===== src/rtl/dcmotor_pwm_ctrl.sv =====
// ----------------------------------------------------------------------------
// dcmotor_pwm_ctrl
//
// Single-motor H-bridge PWM controller. A 4-row active-low keypad selects a
// target duty, which is debounced and then applied through a duty ramp. A
// direction change is handled as decelerate -> dead-time -> re-accelerate, so
// the two bridge halves are never driven together.
//
// Ports:
//   clk       system clock
//   rst       asynchronous active-high reset
//   dir       requested direction, 1 = forward (mtr1), 0 = reverse (mtr2);
//             asynchronous, synchronised internally
//   row[3:0]  keypad rows, active-low, asynchronous, synchronised internally
//   en        bridge enable (high in RUN_FWD / RUN_REV / DECEL)
//   mtr1      forward PWM drive
//   mtr2      reverse PWM drive
//   duty_cur  currently applied duty
//   state_o   FSM state: 0 STOP, 1 RUN_FWD, 2 RUN_REV, 3 DECEL, 4 DEAD
//
// Build option:
//   SOFT_RAMP_EN  defined   : duty_cur moves 1 LSB toward the effective target
//                             every RAMP_TICKS PWM steps.
//                 undefined : duty_cur loads the effective target directly,
//                             so DECEL lasts a single clock.
// ----------------------------------------------------------------------------
module dcmotor_pwm_ctrl #(
    parameter int CNT_W        = 8,
    parameter int PRESCALE     = 256,
    parameter int DUTY_K0      = 250,
    parameter int DUTY_K1      = 190,
    parameter int DUTY_K2      = 100,
    parameter int DUTY_K3      = 0,
    parameter int DEBOUNCE_CYC = 1024,
    parameter int RAMP_TICKS   = 4,
    parameter int DEAD_CYC     = 64
) (
    input  logic             clk,
    input  logic             rst,
    input  logic             dir,
    input  logic [3:0]       row,
    output logic             en,
    output logic             mtr1,
    output logic             mtr2,
    output logic [CNT_W-1:0] duty_cur,
    output logic [2:0]       state_o
);

    localparam int PRE_W  = (PRESCALE > 1) ? $clog2(PRESCALE) : 1;
    localparam int DB_W   = (DEBOUNCE_CYC > 0) ? $clog2(DEBOUNCE_CYC + 1) : 1;
    localparam int DEAD_W = (DEAD_CYC > 0) ? $clog2(DEAD_CYC + 1) : 1;

    localparam logic [PRE_W-1:0]  PRE_MAX   = PRE_W'(PRESCALE - 1);
    localparam logic [DB_W-1:0]   DB_MAX    = DB_W'(DEBOUNCE_CYC);
    localparam logic [DB_W-1:0]   DB_LOAD   = DB_W'(DEBOUNCE_CYC - 1);
    localparam logic [DEAD_W-1:0] DEAD_LOAD = DEAD_W'(DEAD_CYC);

    localparam logic [CNT_W-1:0] K0 = CNT_W'(DUTY_K0);
    localparam logic [CNT_W-1:0] K1 = CNT_W'(DUTY_K1);
    localparam logic [CNT_W-1:0] K2 = CNT_W'(DUTY_K2);
    localparam logic [CNT_W-1:0] K3 = CNT_W'(DUTY_K3);

    typedef enum logic [2:0] {
        ST_STOP    = 3'd0,
        ST_RUN_FWD = 3'd1,
        ST_RUN_REV = 3'd2,
        ST_DECEL   = 3'd3,
        ST_DEAD    = 3'd4
    } state_t;

    // A keypad code is usable only when exactly one row is pulled low.
    function automatic logic one_low(input logic [3:0] r);
        return (r == 4'b1110) || (r == 4'b1101) || (r == 4'b1011) || (r == 4'b0111);
    endfunction

    function automatic logic [CNT_W-1:0] key_duty(input logic [3:0] r);
        logic [CNT_W-1:0] d;
        case (r)
            4'b1110: d = K0;
            4'b1101: d = K1;
            4'b1011: d = K2;
            4'b0111: d = K3;
            default: d = '0;
        endcase
        return d;
    endfunction

    state_t            state;
    state_t            state_next;
    logic              dir_meta;
    logic              dir_s;
    logic [3:0]        row_meta;
    logic [3:0]        row_s;
    logic [PRE_W-1:0]  pre_cnt;
    logic              step;
    logic [CNT_W-1:0]  pwm_cnt;
    logic [3:0]        row_q;
    logic [DB_W-1:0]   db_cnt;
    logic [CNT_W-1:0]  target;
    logic [CNT_W-1:0]  eff_target;
    logic [DEAD_W-1:0] dead_cnt;
    logic              dead_done;
    logic              from_fwd;
    logic              pwm_on;
    logic              en_p0;
    logic              mtr1_p0;
    logic              mtr2_p0;

    // ---- Input synchronisers ----
    always_ff @(posedge clk or posedge rst) begin
        if (rst) begin
            dir_meta <= 1'b0;
            dir_s    <= 1'b0;
            row_meta <= 4'hF;
            row_s    <= 4'hF;
        end else begin
            dir_meta <= dir;
            dir_s    <= dir_meta;
            row_meta <= row;
            row_s    <= row_meta;
        end
    end

    // ---- Prescaler and PWM counter ----
    assign step = (pre_cnt == PRE_MAX);

    always_ff @(posedge clk or posedge rst) begin
        if (rst) begin
            pre_cnt <= '0;
            pwm_cnt <= '0;
        end else if (step) begin
            pre_cnt <= '0;
            pwm_cnt <= pwm_cnt + CNT_W'(1);
        end else begin
            pre_cnt <= pre_cnt + PRE_W'(1);
        end
    end

    // ---- Keypad debounce ----
    // The counter saturates at DEBOUNCE_CYC so a held key loads target only
    // once; any release, change or multi-key code restarts it.
    always_ff @(posedge clk or posedge rst) begin
        if (rst) begin
            row_q  <= 4'hF;
            db_cnt <= '0;
            target <= '0;
        end else begin
            row_q <= row_s;
            if (!one_low(row_s) || (row_s != row_q)) begin
                db_cnt <= '0;
            end else if (db_cnt != DB_MAX) begin
                db_cnt <= db_cnt + DB_W'(1);
                if (db_cnt == DB_LOAD) begin
                    target <= key_duty(row_s);
                end
            end
        end
    end

    // ---- Applied duty ----
`ifdef SOFT_RAMP_EN
    localparam int RAMP_W = (RAMP_TICKS > 1) ? $clog2(RAMP_TICKS) : 1;
    localparam logic [RAMP_W-1:0] RAMP_MAX = RAMP_W'(RAMP_TICKS - 1);

    logic [RAMP_W-1:0] ramp_cnt;

    // One-LSB move toward tgt; equal inputs hold, so no over/undershoot.
    function automatic logic [CNT_W-1:0] step_toward(input logic [CNT_W-1:0] cur,
                                                     input logic [CNT_W-1:0] tgt);
        if (cur < tgt) return cur + CNT_W'(1);
        if (cur > tgt) return cur - CNT_W'(1);
        return cur;
    endfunction

    assign eff_target = (state == ST_DECEL) ? '0 : target;

    always_ff @(posedge clk or posedge rst) begin
        if (rst) begin
            ramp_cnt <= '0;
            duty_cur <= '0;
        end else if (step) begin
            if (ramp_cnt == RAMP_MAX) begin
                ramp_cnt <= '0;
                duty_cur <= step_toward(duty_cur, eff_target);
            end else begin
                ramp_cnt <= ramp_cnt + RAMP_W'(1);
            end
        end
    end
`else
    // Without the ramp, duty follows the state being entered, so duty is
    // already 0 on the first DECEL clock and DECEL exits after one clock.
    assign eff_target = (state_next == ST_DECEL) ? '0 : target;

    always_ff @(posedge clk or posedge rst) begin
        if (rst) begin
            duty_cur <= '0;
        end else begin
            duty_cur <= eff_target;
        end
    end
`endif

    // ---- FSM state register ----
    always_ff @(posedge clk or posedge rst) begin
        if (rst) begin
            state <= ST_STOP;
        end else begin
            state <= state_next;
        end
    end

    // Dead-time counter and the direction being left when entering DECEL.
    always_ff @(posedge clk or posedge rst) begin
        if (rst) begin
            dead_cnt <= '0;
            from_fwd <= 1'b0;
        end else begin
            if ((state == ST_DECEL) && (state_next == ST_DEAD)) begin
                dead_cnt <= DEAD_LOAD;
            end else if ((state == ST_DEAD) && (dead_cnt != '0)) begin
                dead_cnt <= dead_cnt - DEAD_W'(1);
            end
            if ((state == ST_RUN_FWD) && (state_next == ST_DECEL)) begin
                from_fwd <= 1'b1;
            end else if ((state == ST_RUN_REV) && (state_next == ST_DECEL)) begin
                from_fwd <= 1'b0;
            end
        end
    end

    // Leave DEAD as the counter reaches 0, giving exactly DEAD_CYC clocks.
    assign dead_done = (dead_cnt <= DEAD_W'(1));

    // ---- FSM next state ----
    always_comb begin
        state_next = state;
        case (state)
            ST_STOP: begin
                if (target != '0) begin
                    state_next = dir_s ? ST_RUN_FWD : ST_RUN_REV;
                end
            end
            ST_RUN_FWD: begin
                if (!dir_s) begin
                    state_next = ST_DECEL;
                end else if ((target == '0) && (duty_cur == '0)) begin
                    state_next = ST_STOP;
                end
            end
            ST_RUN_REV: begin
                if (dir_s) begin
                    state_next = ST_DECEL;
                end else if ((target == '0) && (duty_cur == '0)) begin
                    state_next = ST_STOP;
                end
            end
            ST_DECEL: begin
                if (duty_cur == '0) begin
                    state_next = ST_DEAD;
                end
            end
            ST_DEAD: begin
                if (dead_done) begin
                    if (target != '0) begin
                        state_next = dir_s ? ST_RUN_FWD : ST_RUN_REV;
                    end else begin
                        state_next = ST_STOP;
                    end
                end
            end
            default: state_next = ST_STOP;
        endcase
    end

    // ---- FSM outputs (compare stage) ----
    assign pwm_on = (pwm_cnt < duty_cur);

    always_comb begin
        en_p0   = 1'b0;
        mtr1_p0 = 1'b0;
        mtr2_p0 = 1'b0;
        case (state)
            ST_RUN_FWD: begin
                en_p0   = 1'b1;
                mtr1_p0 = pwm_on;
            end
            ST_RUN_REV: begin
                en_p0   = 1'b1;
                mtr2_p0 = pwm_on;
            end
            ST_DECEL: begin
                en_p0   = 1'b1;
                mtr1_p0 = pwm_on & from_fwd;
                mtr2_p0 = pwm_on & ~from_fwd;
            end
            default: ;
        endcase
    end

    // ---- Registered bridge drive ----
    always_ff @(posedge clk or posedge rst) begin
        if (rst) begin
            en   <= 1'b0;
            mtr1 <= 1'b0;
            mtr2 <= 1'b0;
        end else begin
            en   <= en_p0;
            mtr1 <= mtr1_p0;
            mtr2 <= mtr2_p0;
        end
    end

    assign state_o = state;

endmodule


===== config.mk =====
export PLATFORM = sky130hd
export DESIGN_NAME = dcmotor_pwm_ctrl
export DESIGN_NICKNAME = d
export VERILOG_FILES = /design/src/rtl/dcmotor_pwm_ctrl.sv
export SDC_FILE = /design/constraint.sdc
export NUM_CORES = 1
export LEC_CHECK = 0
export ABC_AREA = 1
export CAP_MARGIN = 10
export CORE_ASPECT_RATIO = 1.4
export CORE_UTILIZATION = 60
export DETAILED_ROUTE_END_ITERATION = 16
export DONT_BUFFER_PORTS = 1
export GPL_TIMING_DRIVEN = 1
export PLACE_DENSITY = 0.76
export SYNTH_ARGS = -nofsm -noshare
export SYNTH_HDL_FRONTEND = slang
export SYNTH_SLANG_ARGS = --single-unit

===== constraint.sdc =====
create_clock -name clk -period 4.89 [get_ports clk]
set_input_delay 0.7335 -clock clk [delete_from_list [all_inputs] [get_ports clk]]
set_output_delay 0.7335 -clock clk [all_outputs]
set_load 0.02 [all_outputs]

==> key figures <==
Timing
  – Maximum clock skew at final layout: 7.021 ps
  – Final worst-path cycle share: 0.4322
  – Final slew viol count: 0
  – Achievable frequency: 473.1 MHz
  – Setup ws final: 2777 ps
  – Setup TNS: 0 ps
  – Shortest period the worst path allows: 2113 ps
  – Final count of negative-setup-slack endpoints: 0
  – Unrepaired setup endpoints after global routing: no
  – Headroom to the max-slew limit: 0.4834
  – Hold Slack: ~360 ps
  – Actual slew at the worst max-slew pin: 775.0 ps
  – Number of hold-slack violations in the final timing report: 0

Cells and area
  – Area growth syn-to-layout: 6.492%
  – Post-layout nets: 429
  – Antenna cells: 0
  – Final Util: 0.6769
  – Share of final-layout standard cells stronger than drive strength 1: 0.1304
  – Design Area, Final: 3571 um2
  – Non-Filler Instances: 480

Placement
  – Detailed placement HPWL: 4117 um
  – Number of port buffers: 0
  – DP Cell Count: 464
  – Final weighted congestion of routability-driven global placement: 0.8400
  – Post-DP Area: ~3400 um2
  – Worst slack at placement: 2793 ps

Synth
  – Number of register bits inferred by synthesis: 63
  – Dominant cells by area after synthesis: sky130_fd_sc_hd__dfrtp_1 38%, sky130_fd_sc_hd__nand2_1 12%, sky130_fd_sc_hd__dfstp_2 9.4%
  – Synth warnings: 0
  – Library cell occupying the most area in the post-synthesis netlist: sky130_fd_sc_hd__dfrtp_1
  – Unique masters post-synth: 37
  – Number of enable-type register cells in the synthesized netlist: 0
  – Proportion of netlist area held by the largest area contributor: 0.3806
  – Share of flip-flops with an asynchronous set or reset after synthesis: 1.000
  – Sequential share of the synthesized area: 0.4746
  – Syn Std Cell Area: 3353 um2
  – Net count after synthesis: 424
  – Ys flop type: sky130_fd_sc_hd__dfrtp_1
  – Post-synthesis instance total: 404
  – Average instance area after synthesis: 8.300 um2

Clocking
  – Clock tree from TritonCTS: done
  – Root Driver: sky130_fd_sc_hd__clkbuf_8
  – Worst-Skew Late Latency: between 300 and 400 ps
  – Post-CTS Repair Setup Buffers: 0
  – Maximum level of the CTS H-tree: 3
  – Cells resized by post-CTS repair: 0
  – Clock sink total: 63
  – Clock transition at path regs: 70 ps
  – Hold buffer count at cts: 0
  – Clock Tree Buf Depth: 2
  – Clock buffer count from CTS: 9

Power and ir drop
  – Total power density per cell area: 278.8 nW/um2
  – PnR Total Power: ~1000 uW
  – Maximum vdd drop: 0.1874 mV
  – Leakage component of the power: 1.852 nW

Detailed routing
  – Routed via count: 2489
  – Routed WL per cell: 12.03 um
  – Detailed-router iteration count before antenna repair: 4
  – Avg Vias per Cell: a little over 5
  – Post-detailed-route count of antenna-violating nets: 0
  – Post-detailed-route DRC marker count: 0
  – Count of routing violations after the opening detailed-route iteration: 104
  – Wirelength, routed: 5775 um

Status
  – Status: finished clean

Floorplanning
  – Num rows: 31
  – Boundary Pins: 21
  – Area of the die: ~5900 um2
  – X dimension of the die: 65.18 um
  – Core Footprint: 5275 um2
  – Die outline height: 90.46 um
  – Initial cell density of the core: 0.6357

Worst setup path
  – Signal arrival time at the worst endpoint: 2390 ps
  – Kind of capture point of the worst setup path: flop
  – Critical path launch point type: flop
  – Slack of the worst reg-to-reg path: 2780 ps
  – Data required time of the critical path: 5170 ps
  – Critical path class: flop to flop
  – CP Max Fanout: 6

GRT
  – First-pass GRT wire length: just over 10000 um
  – Antenna violations before repair: 0
  – Number of global-route vias before repair: 2521
  – All-Layer GR Usage: 0.2263
  – Maximum number of pins on one net before global-route repair: 64
  – Overflow left after global routing: 0

Worst hold path
  – Path class of the lowest-slack min-delay path: flop to flop

Job
  – Total of max-cap violations: 0
## sequential cells by signal (all words and copies together) (netlist names), 3 cells and up
register  flops
row_s         4
pre_cnt       8
state_o       3
duty_cur      4
target        4
dead_cnt      7
db_cnt       11
row_q         4
pwm_cnt       8
row_meta      4
## Yosys cell counts, types with 4 or more instances
library cell	n
sky130_fd_sc_hd__nor3_1	8
sky130_fd_sc_hd__nor2_2	4
sky130_fd_sc_hd__dfstp_2	12
sky130_fd_sc_hd__nand2_1	108
sky130_fd_sc_hd__xor2_1	9
sky130_fd_sc_hd__nand3b_1	4
sky130_fd_sc_hd__nand4_1	15
sky130_fd_sc_hd__nor2_1	42
sky130_fd_sc_hd__xnor2_1	5
sky130_fd_sc_hd__inv_1	58
sky130_fd_sc_hd__buf_4	5
sky130_fd_sc_hd__dfrtp_1	51
sky130_fd_sc_hd__ha_1	13
sky130_fd_sc_hd__a21oi_1	7
sky130_fd_sc_hd__nand3_1	23
sky130_fd_sc_hd__nor2_4	4
sky130_fd_sc_hd__o21ai_0	6
## cell usage in the layout (no fill, tap or decap), types with 2 or more instances in the layout
cell,count
sky130_fd_sc_hd__a21oi_1,7
sky130_fd_sc_hd__clkbuf_8,10
sky130_fd_sc_hd__clkinv_2,3
sky130_fd_sc_hd__dfrtp_1,51
sky130_fd_sc_hd__dfstp_2,12
sky130_fd_sc_hd__ha_1,13
sky130_fd_sc_hd__inv_1,57
sky130_fd_sc_hd__inv_2,4
sky130_fd_sc_hd__nand2_1,108
sky130_fd_sc_hd__nand2_2,2
sky130_fd_sc_hd__nand3_1,23
sky130_fd_sc_hd__nand3_2,2
sky130_fd_sc_hd__nand3b_1,4
sky130_fd_sc_hd__nand4_1,15
sky130_fd_sc_hd__nor2_1,42
sky130_fd_sc_hd__nor2_2,4
sky130_fd_sc_hd__nor2_4,4
sky130_fd_sc_hd__nor3_1,8
sky130_fd_sc_hd__nor3b_1,3
sky130_fd_sc_hd__o21ai_0,6
sky130_fd_sc_hd__o21ai_1,3
sky130_fd_sc_hd__o21ai_2,3
sky130_fd_sc_hd__xnor2_1,5
sky130_fd_sc_hd__xor2_1,9
## cell families after synthesis
logic type | count (synthesis) | share of synthesized area
AOI/OAI and AO/OA | 25 | 0.04627
xor gates and xnor gates | 14 | 0.03657
adders and majority gates | 13 | 0.04851
buffers and inverters | 68 | 0.08731
DFF | 63 | 0.4746
other | 1 | 0.001118
and+or+nand+nor | 220 | 0.3056
## worst paths after layout
kind                        startpoint          end  depth (start not counted)
max                        duty_cur[4]         mtr2                          6
min                        row_meta[2]     row_s[2]                          0
max reg2reg                duty_cur[4]         mtr2                          6
min reg2reg                row_meta[2]     row_s[2]                          0
max in group asynchronous          rst    db_cnt[4]                          2
min in group asynchronous          rst  dead_cnt[0]                          2
## area by class of cell
| cell class | instances | area, um2 |
|---|---|---|
| Clock buffer | 11 | 162.7 |
| Clock inverter | 5 | 28.78 |
| Fill cell | 424 | 1704 |
| Inverter | 61 | 229.0 |
| Multi-Input combinational cell | 273 | 1469 |
| Sequential cell | 63 | 1592 |
| Tap cell | 66 | 82.58 |
| Timing Repair Buffer | 1 | 7.507 |
## critical path, cell delays in order, from the launching register on
cell                       delay [ps]
sky130_fd_sc_hd__dfrtp_1          850
sky130_fd_sc_hd__inv_1            320
sky130_fd_sc_hd__ha_1             380
sky130_fd_sc_hd__a21oi_1          140
sky130_fd_sc_hd__a21oi_1           80
sky130_fd_sc_hd__nand3b_1         170
sky130_fd_sc_hd__nor2_1            90
## where the power goes
part,internal (mW),switching (mW)
sequential,0.531,0.00503
clock,0.226,0.206
combinational,0.00619,0.0209
total,0.763,0.232
## per-layer routing
layer  up-vias  GRT usage  wire length [um]  share of wire
met1      1164     0.2515              2492           0.43
li1       1283          -                 -              -
met5         -          0                 0              0
met3        12    0.03788               156          0.027
met2        30     0.3960              2967           0.51
met4         0     0.1268               157          0.027
Note: power is estimated with default switching activity, not from simulation.
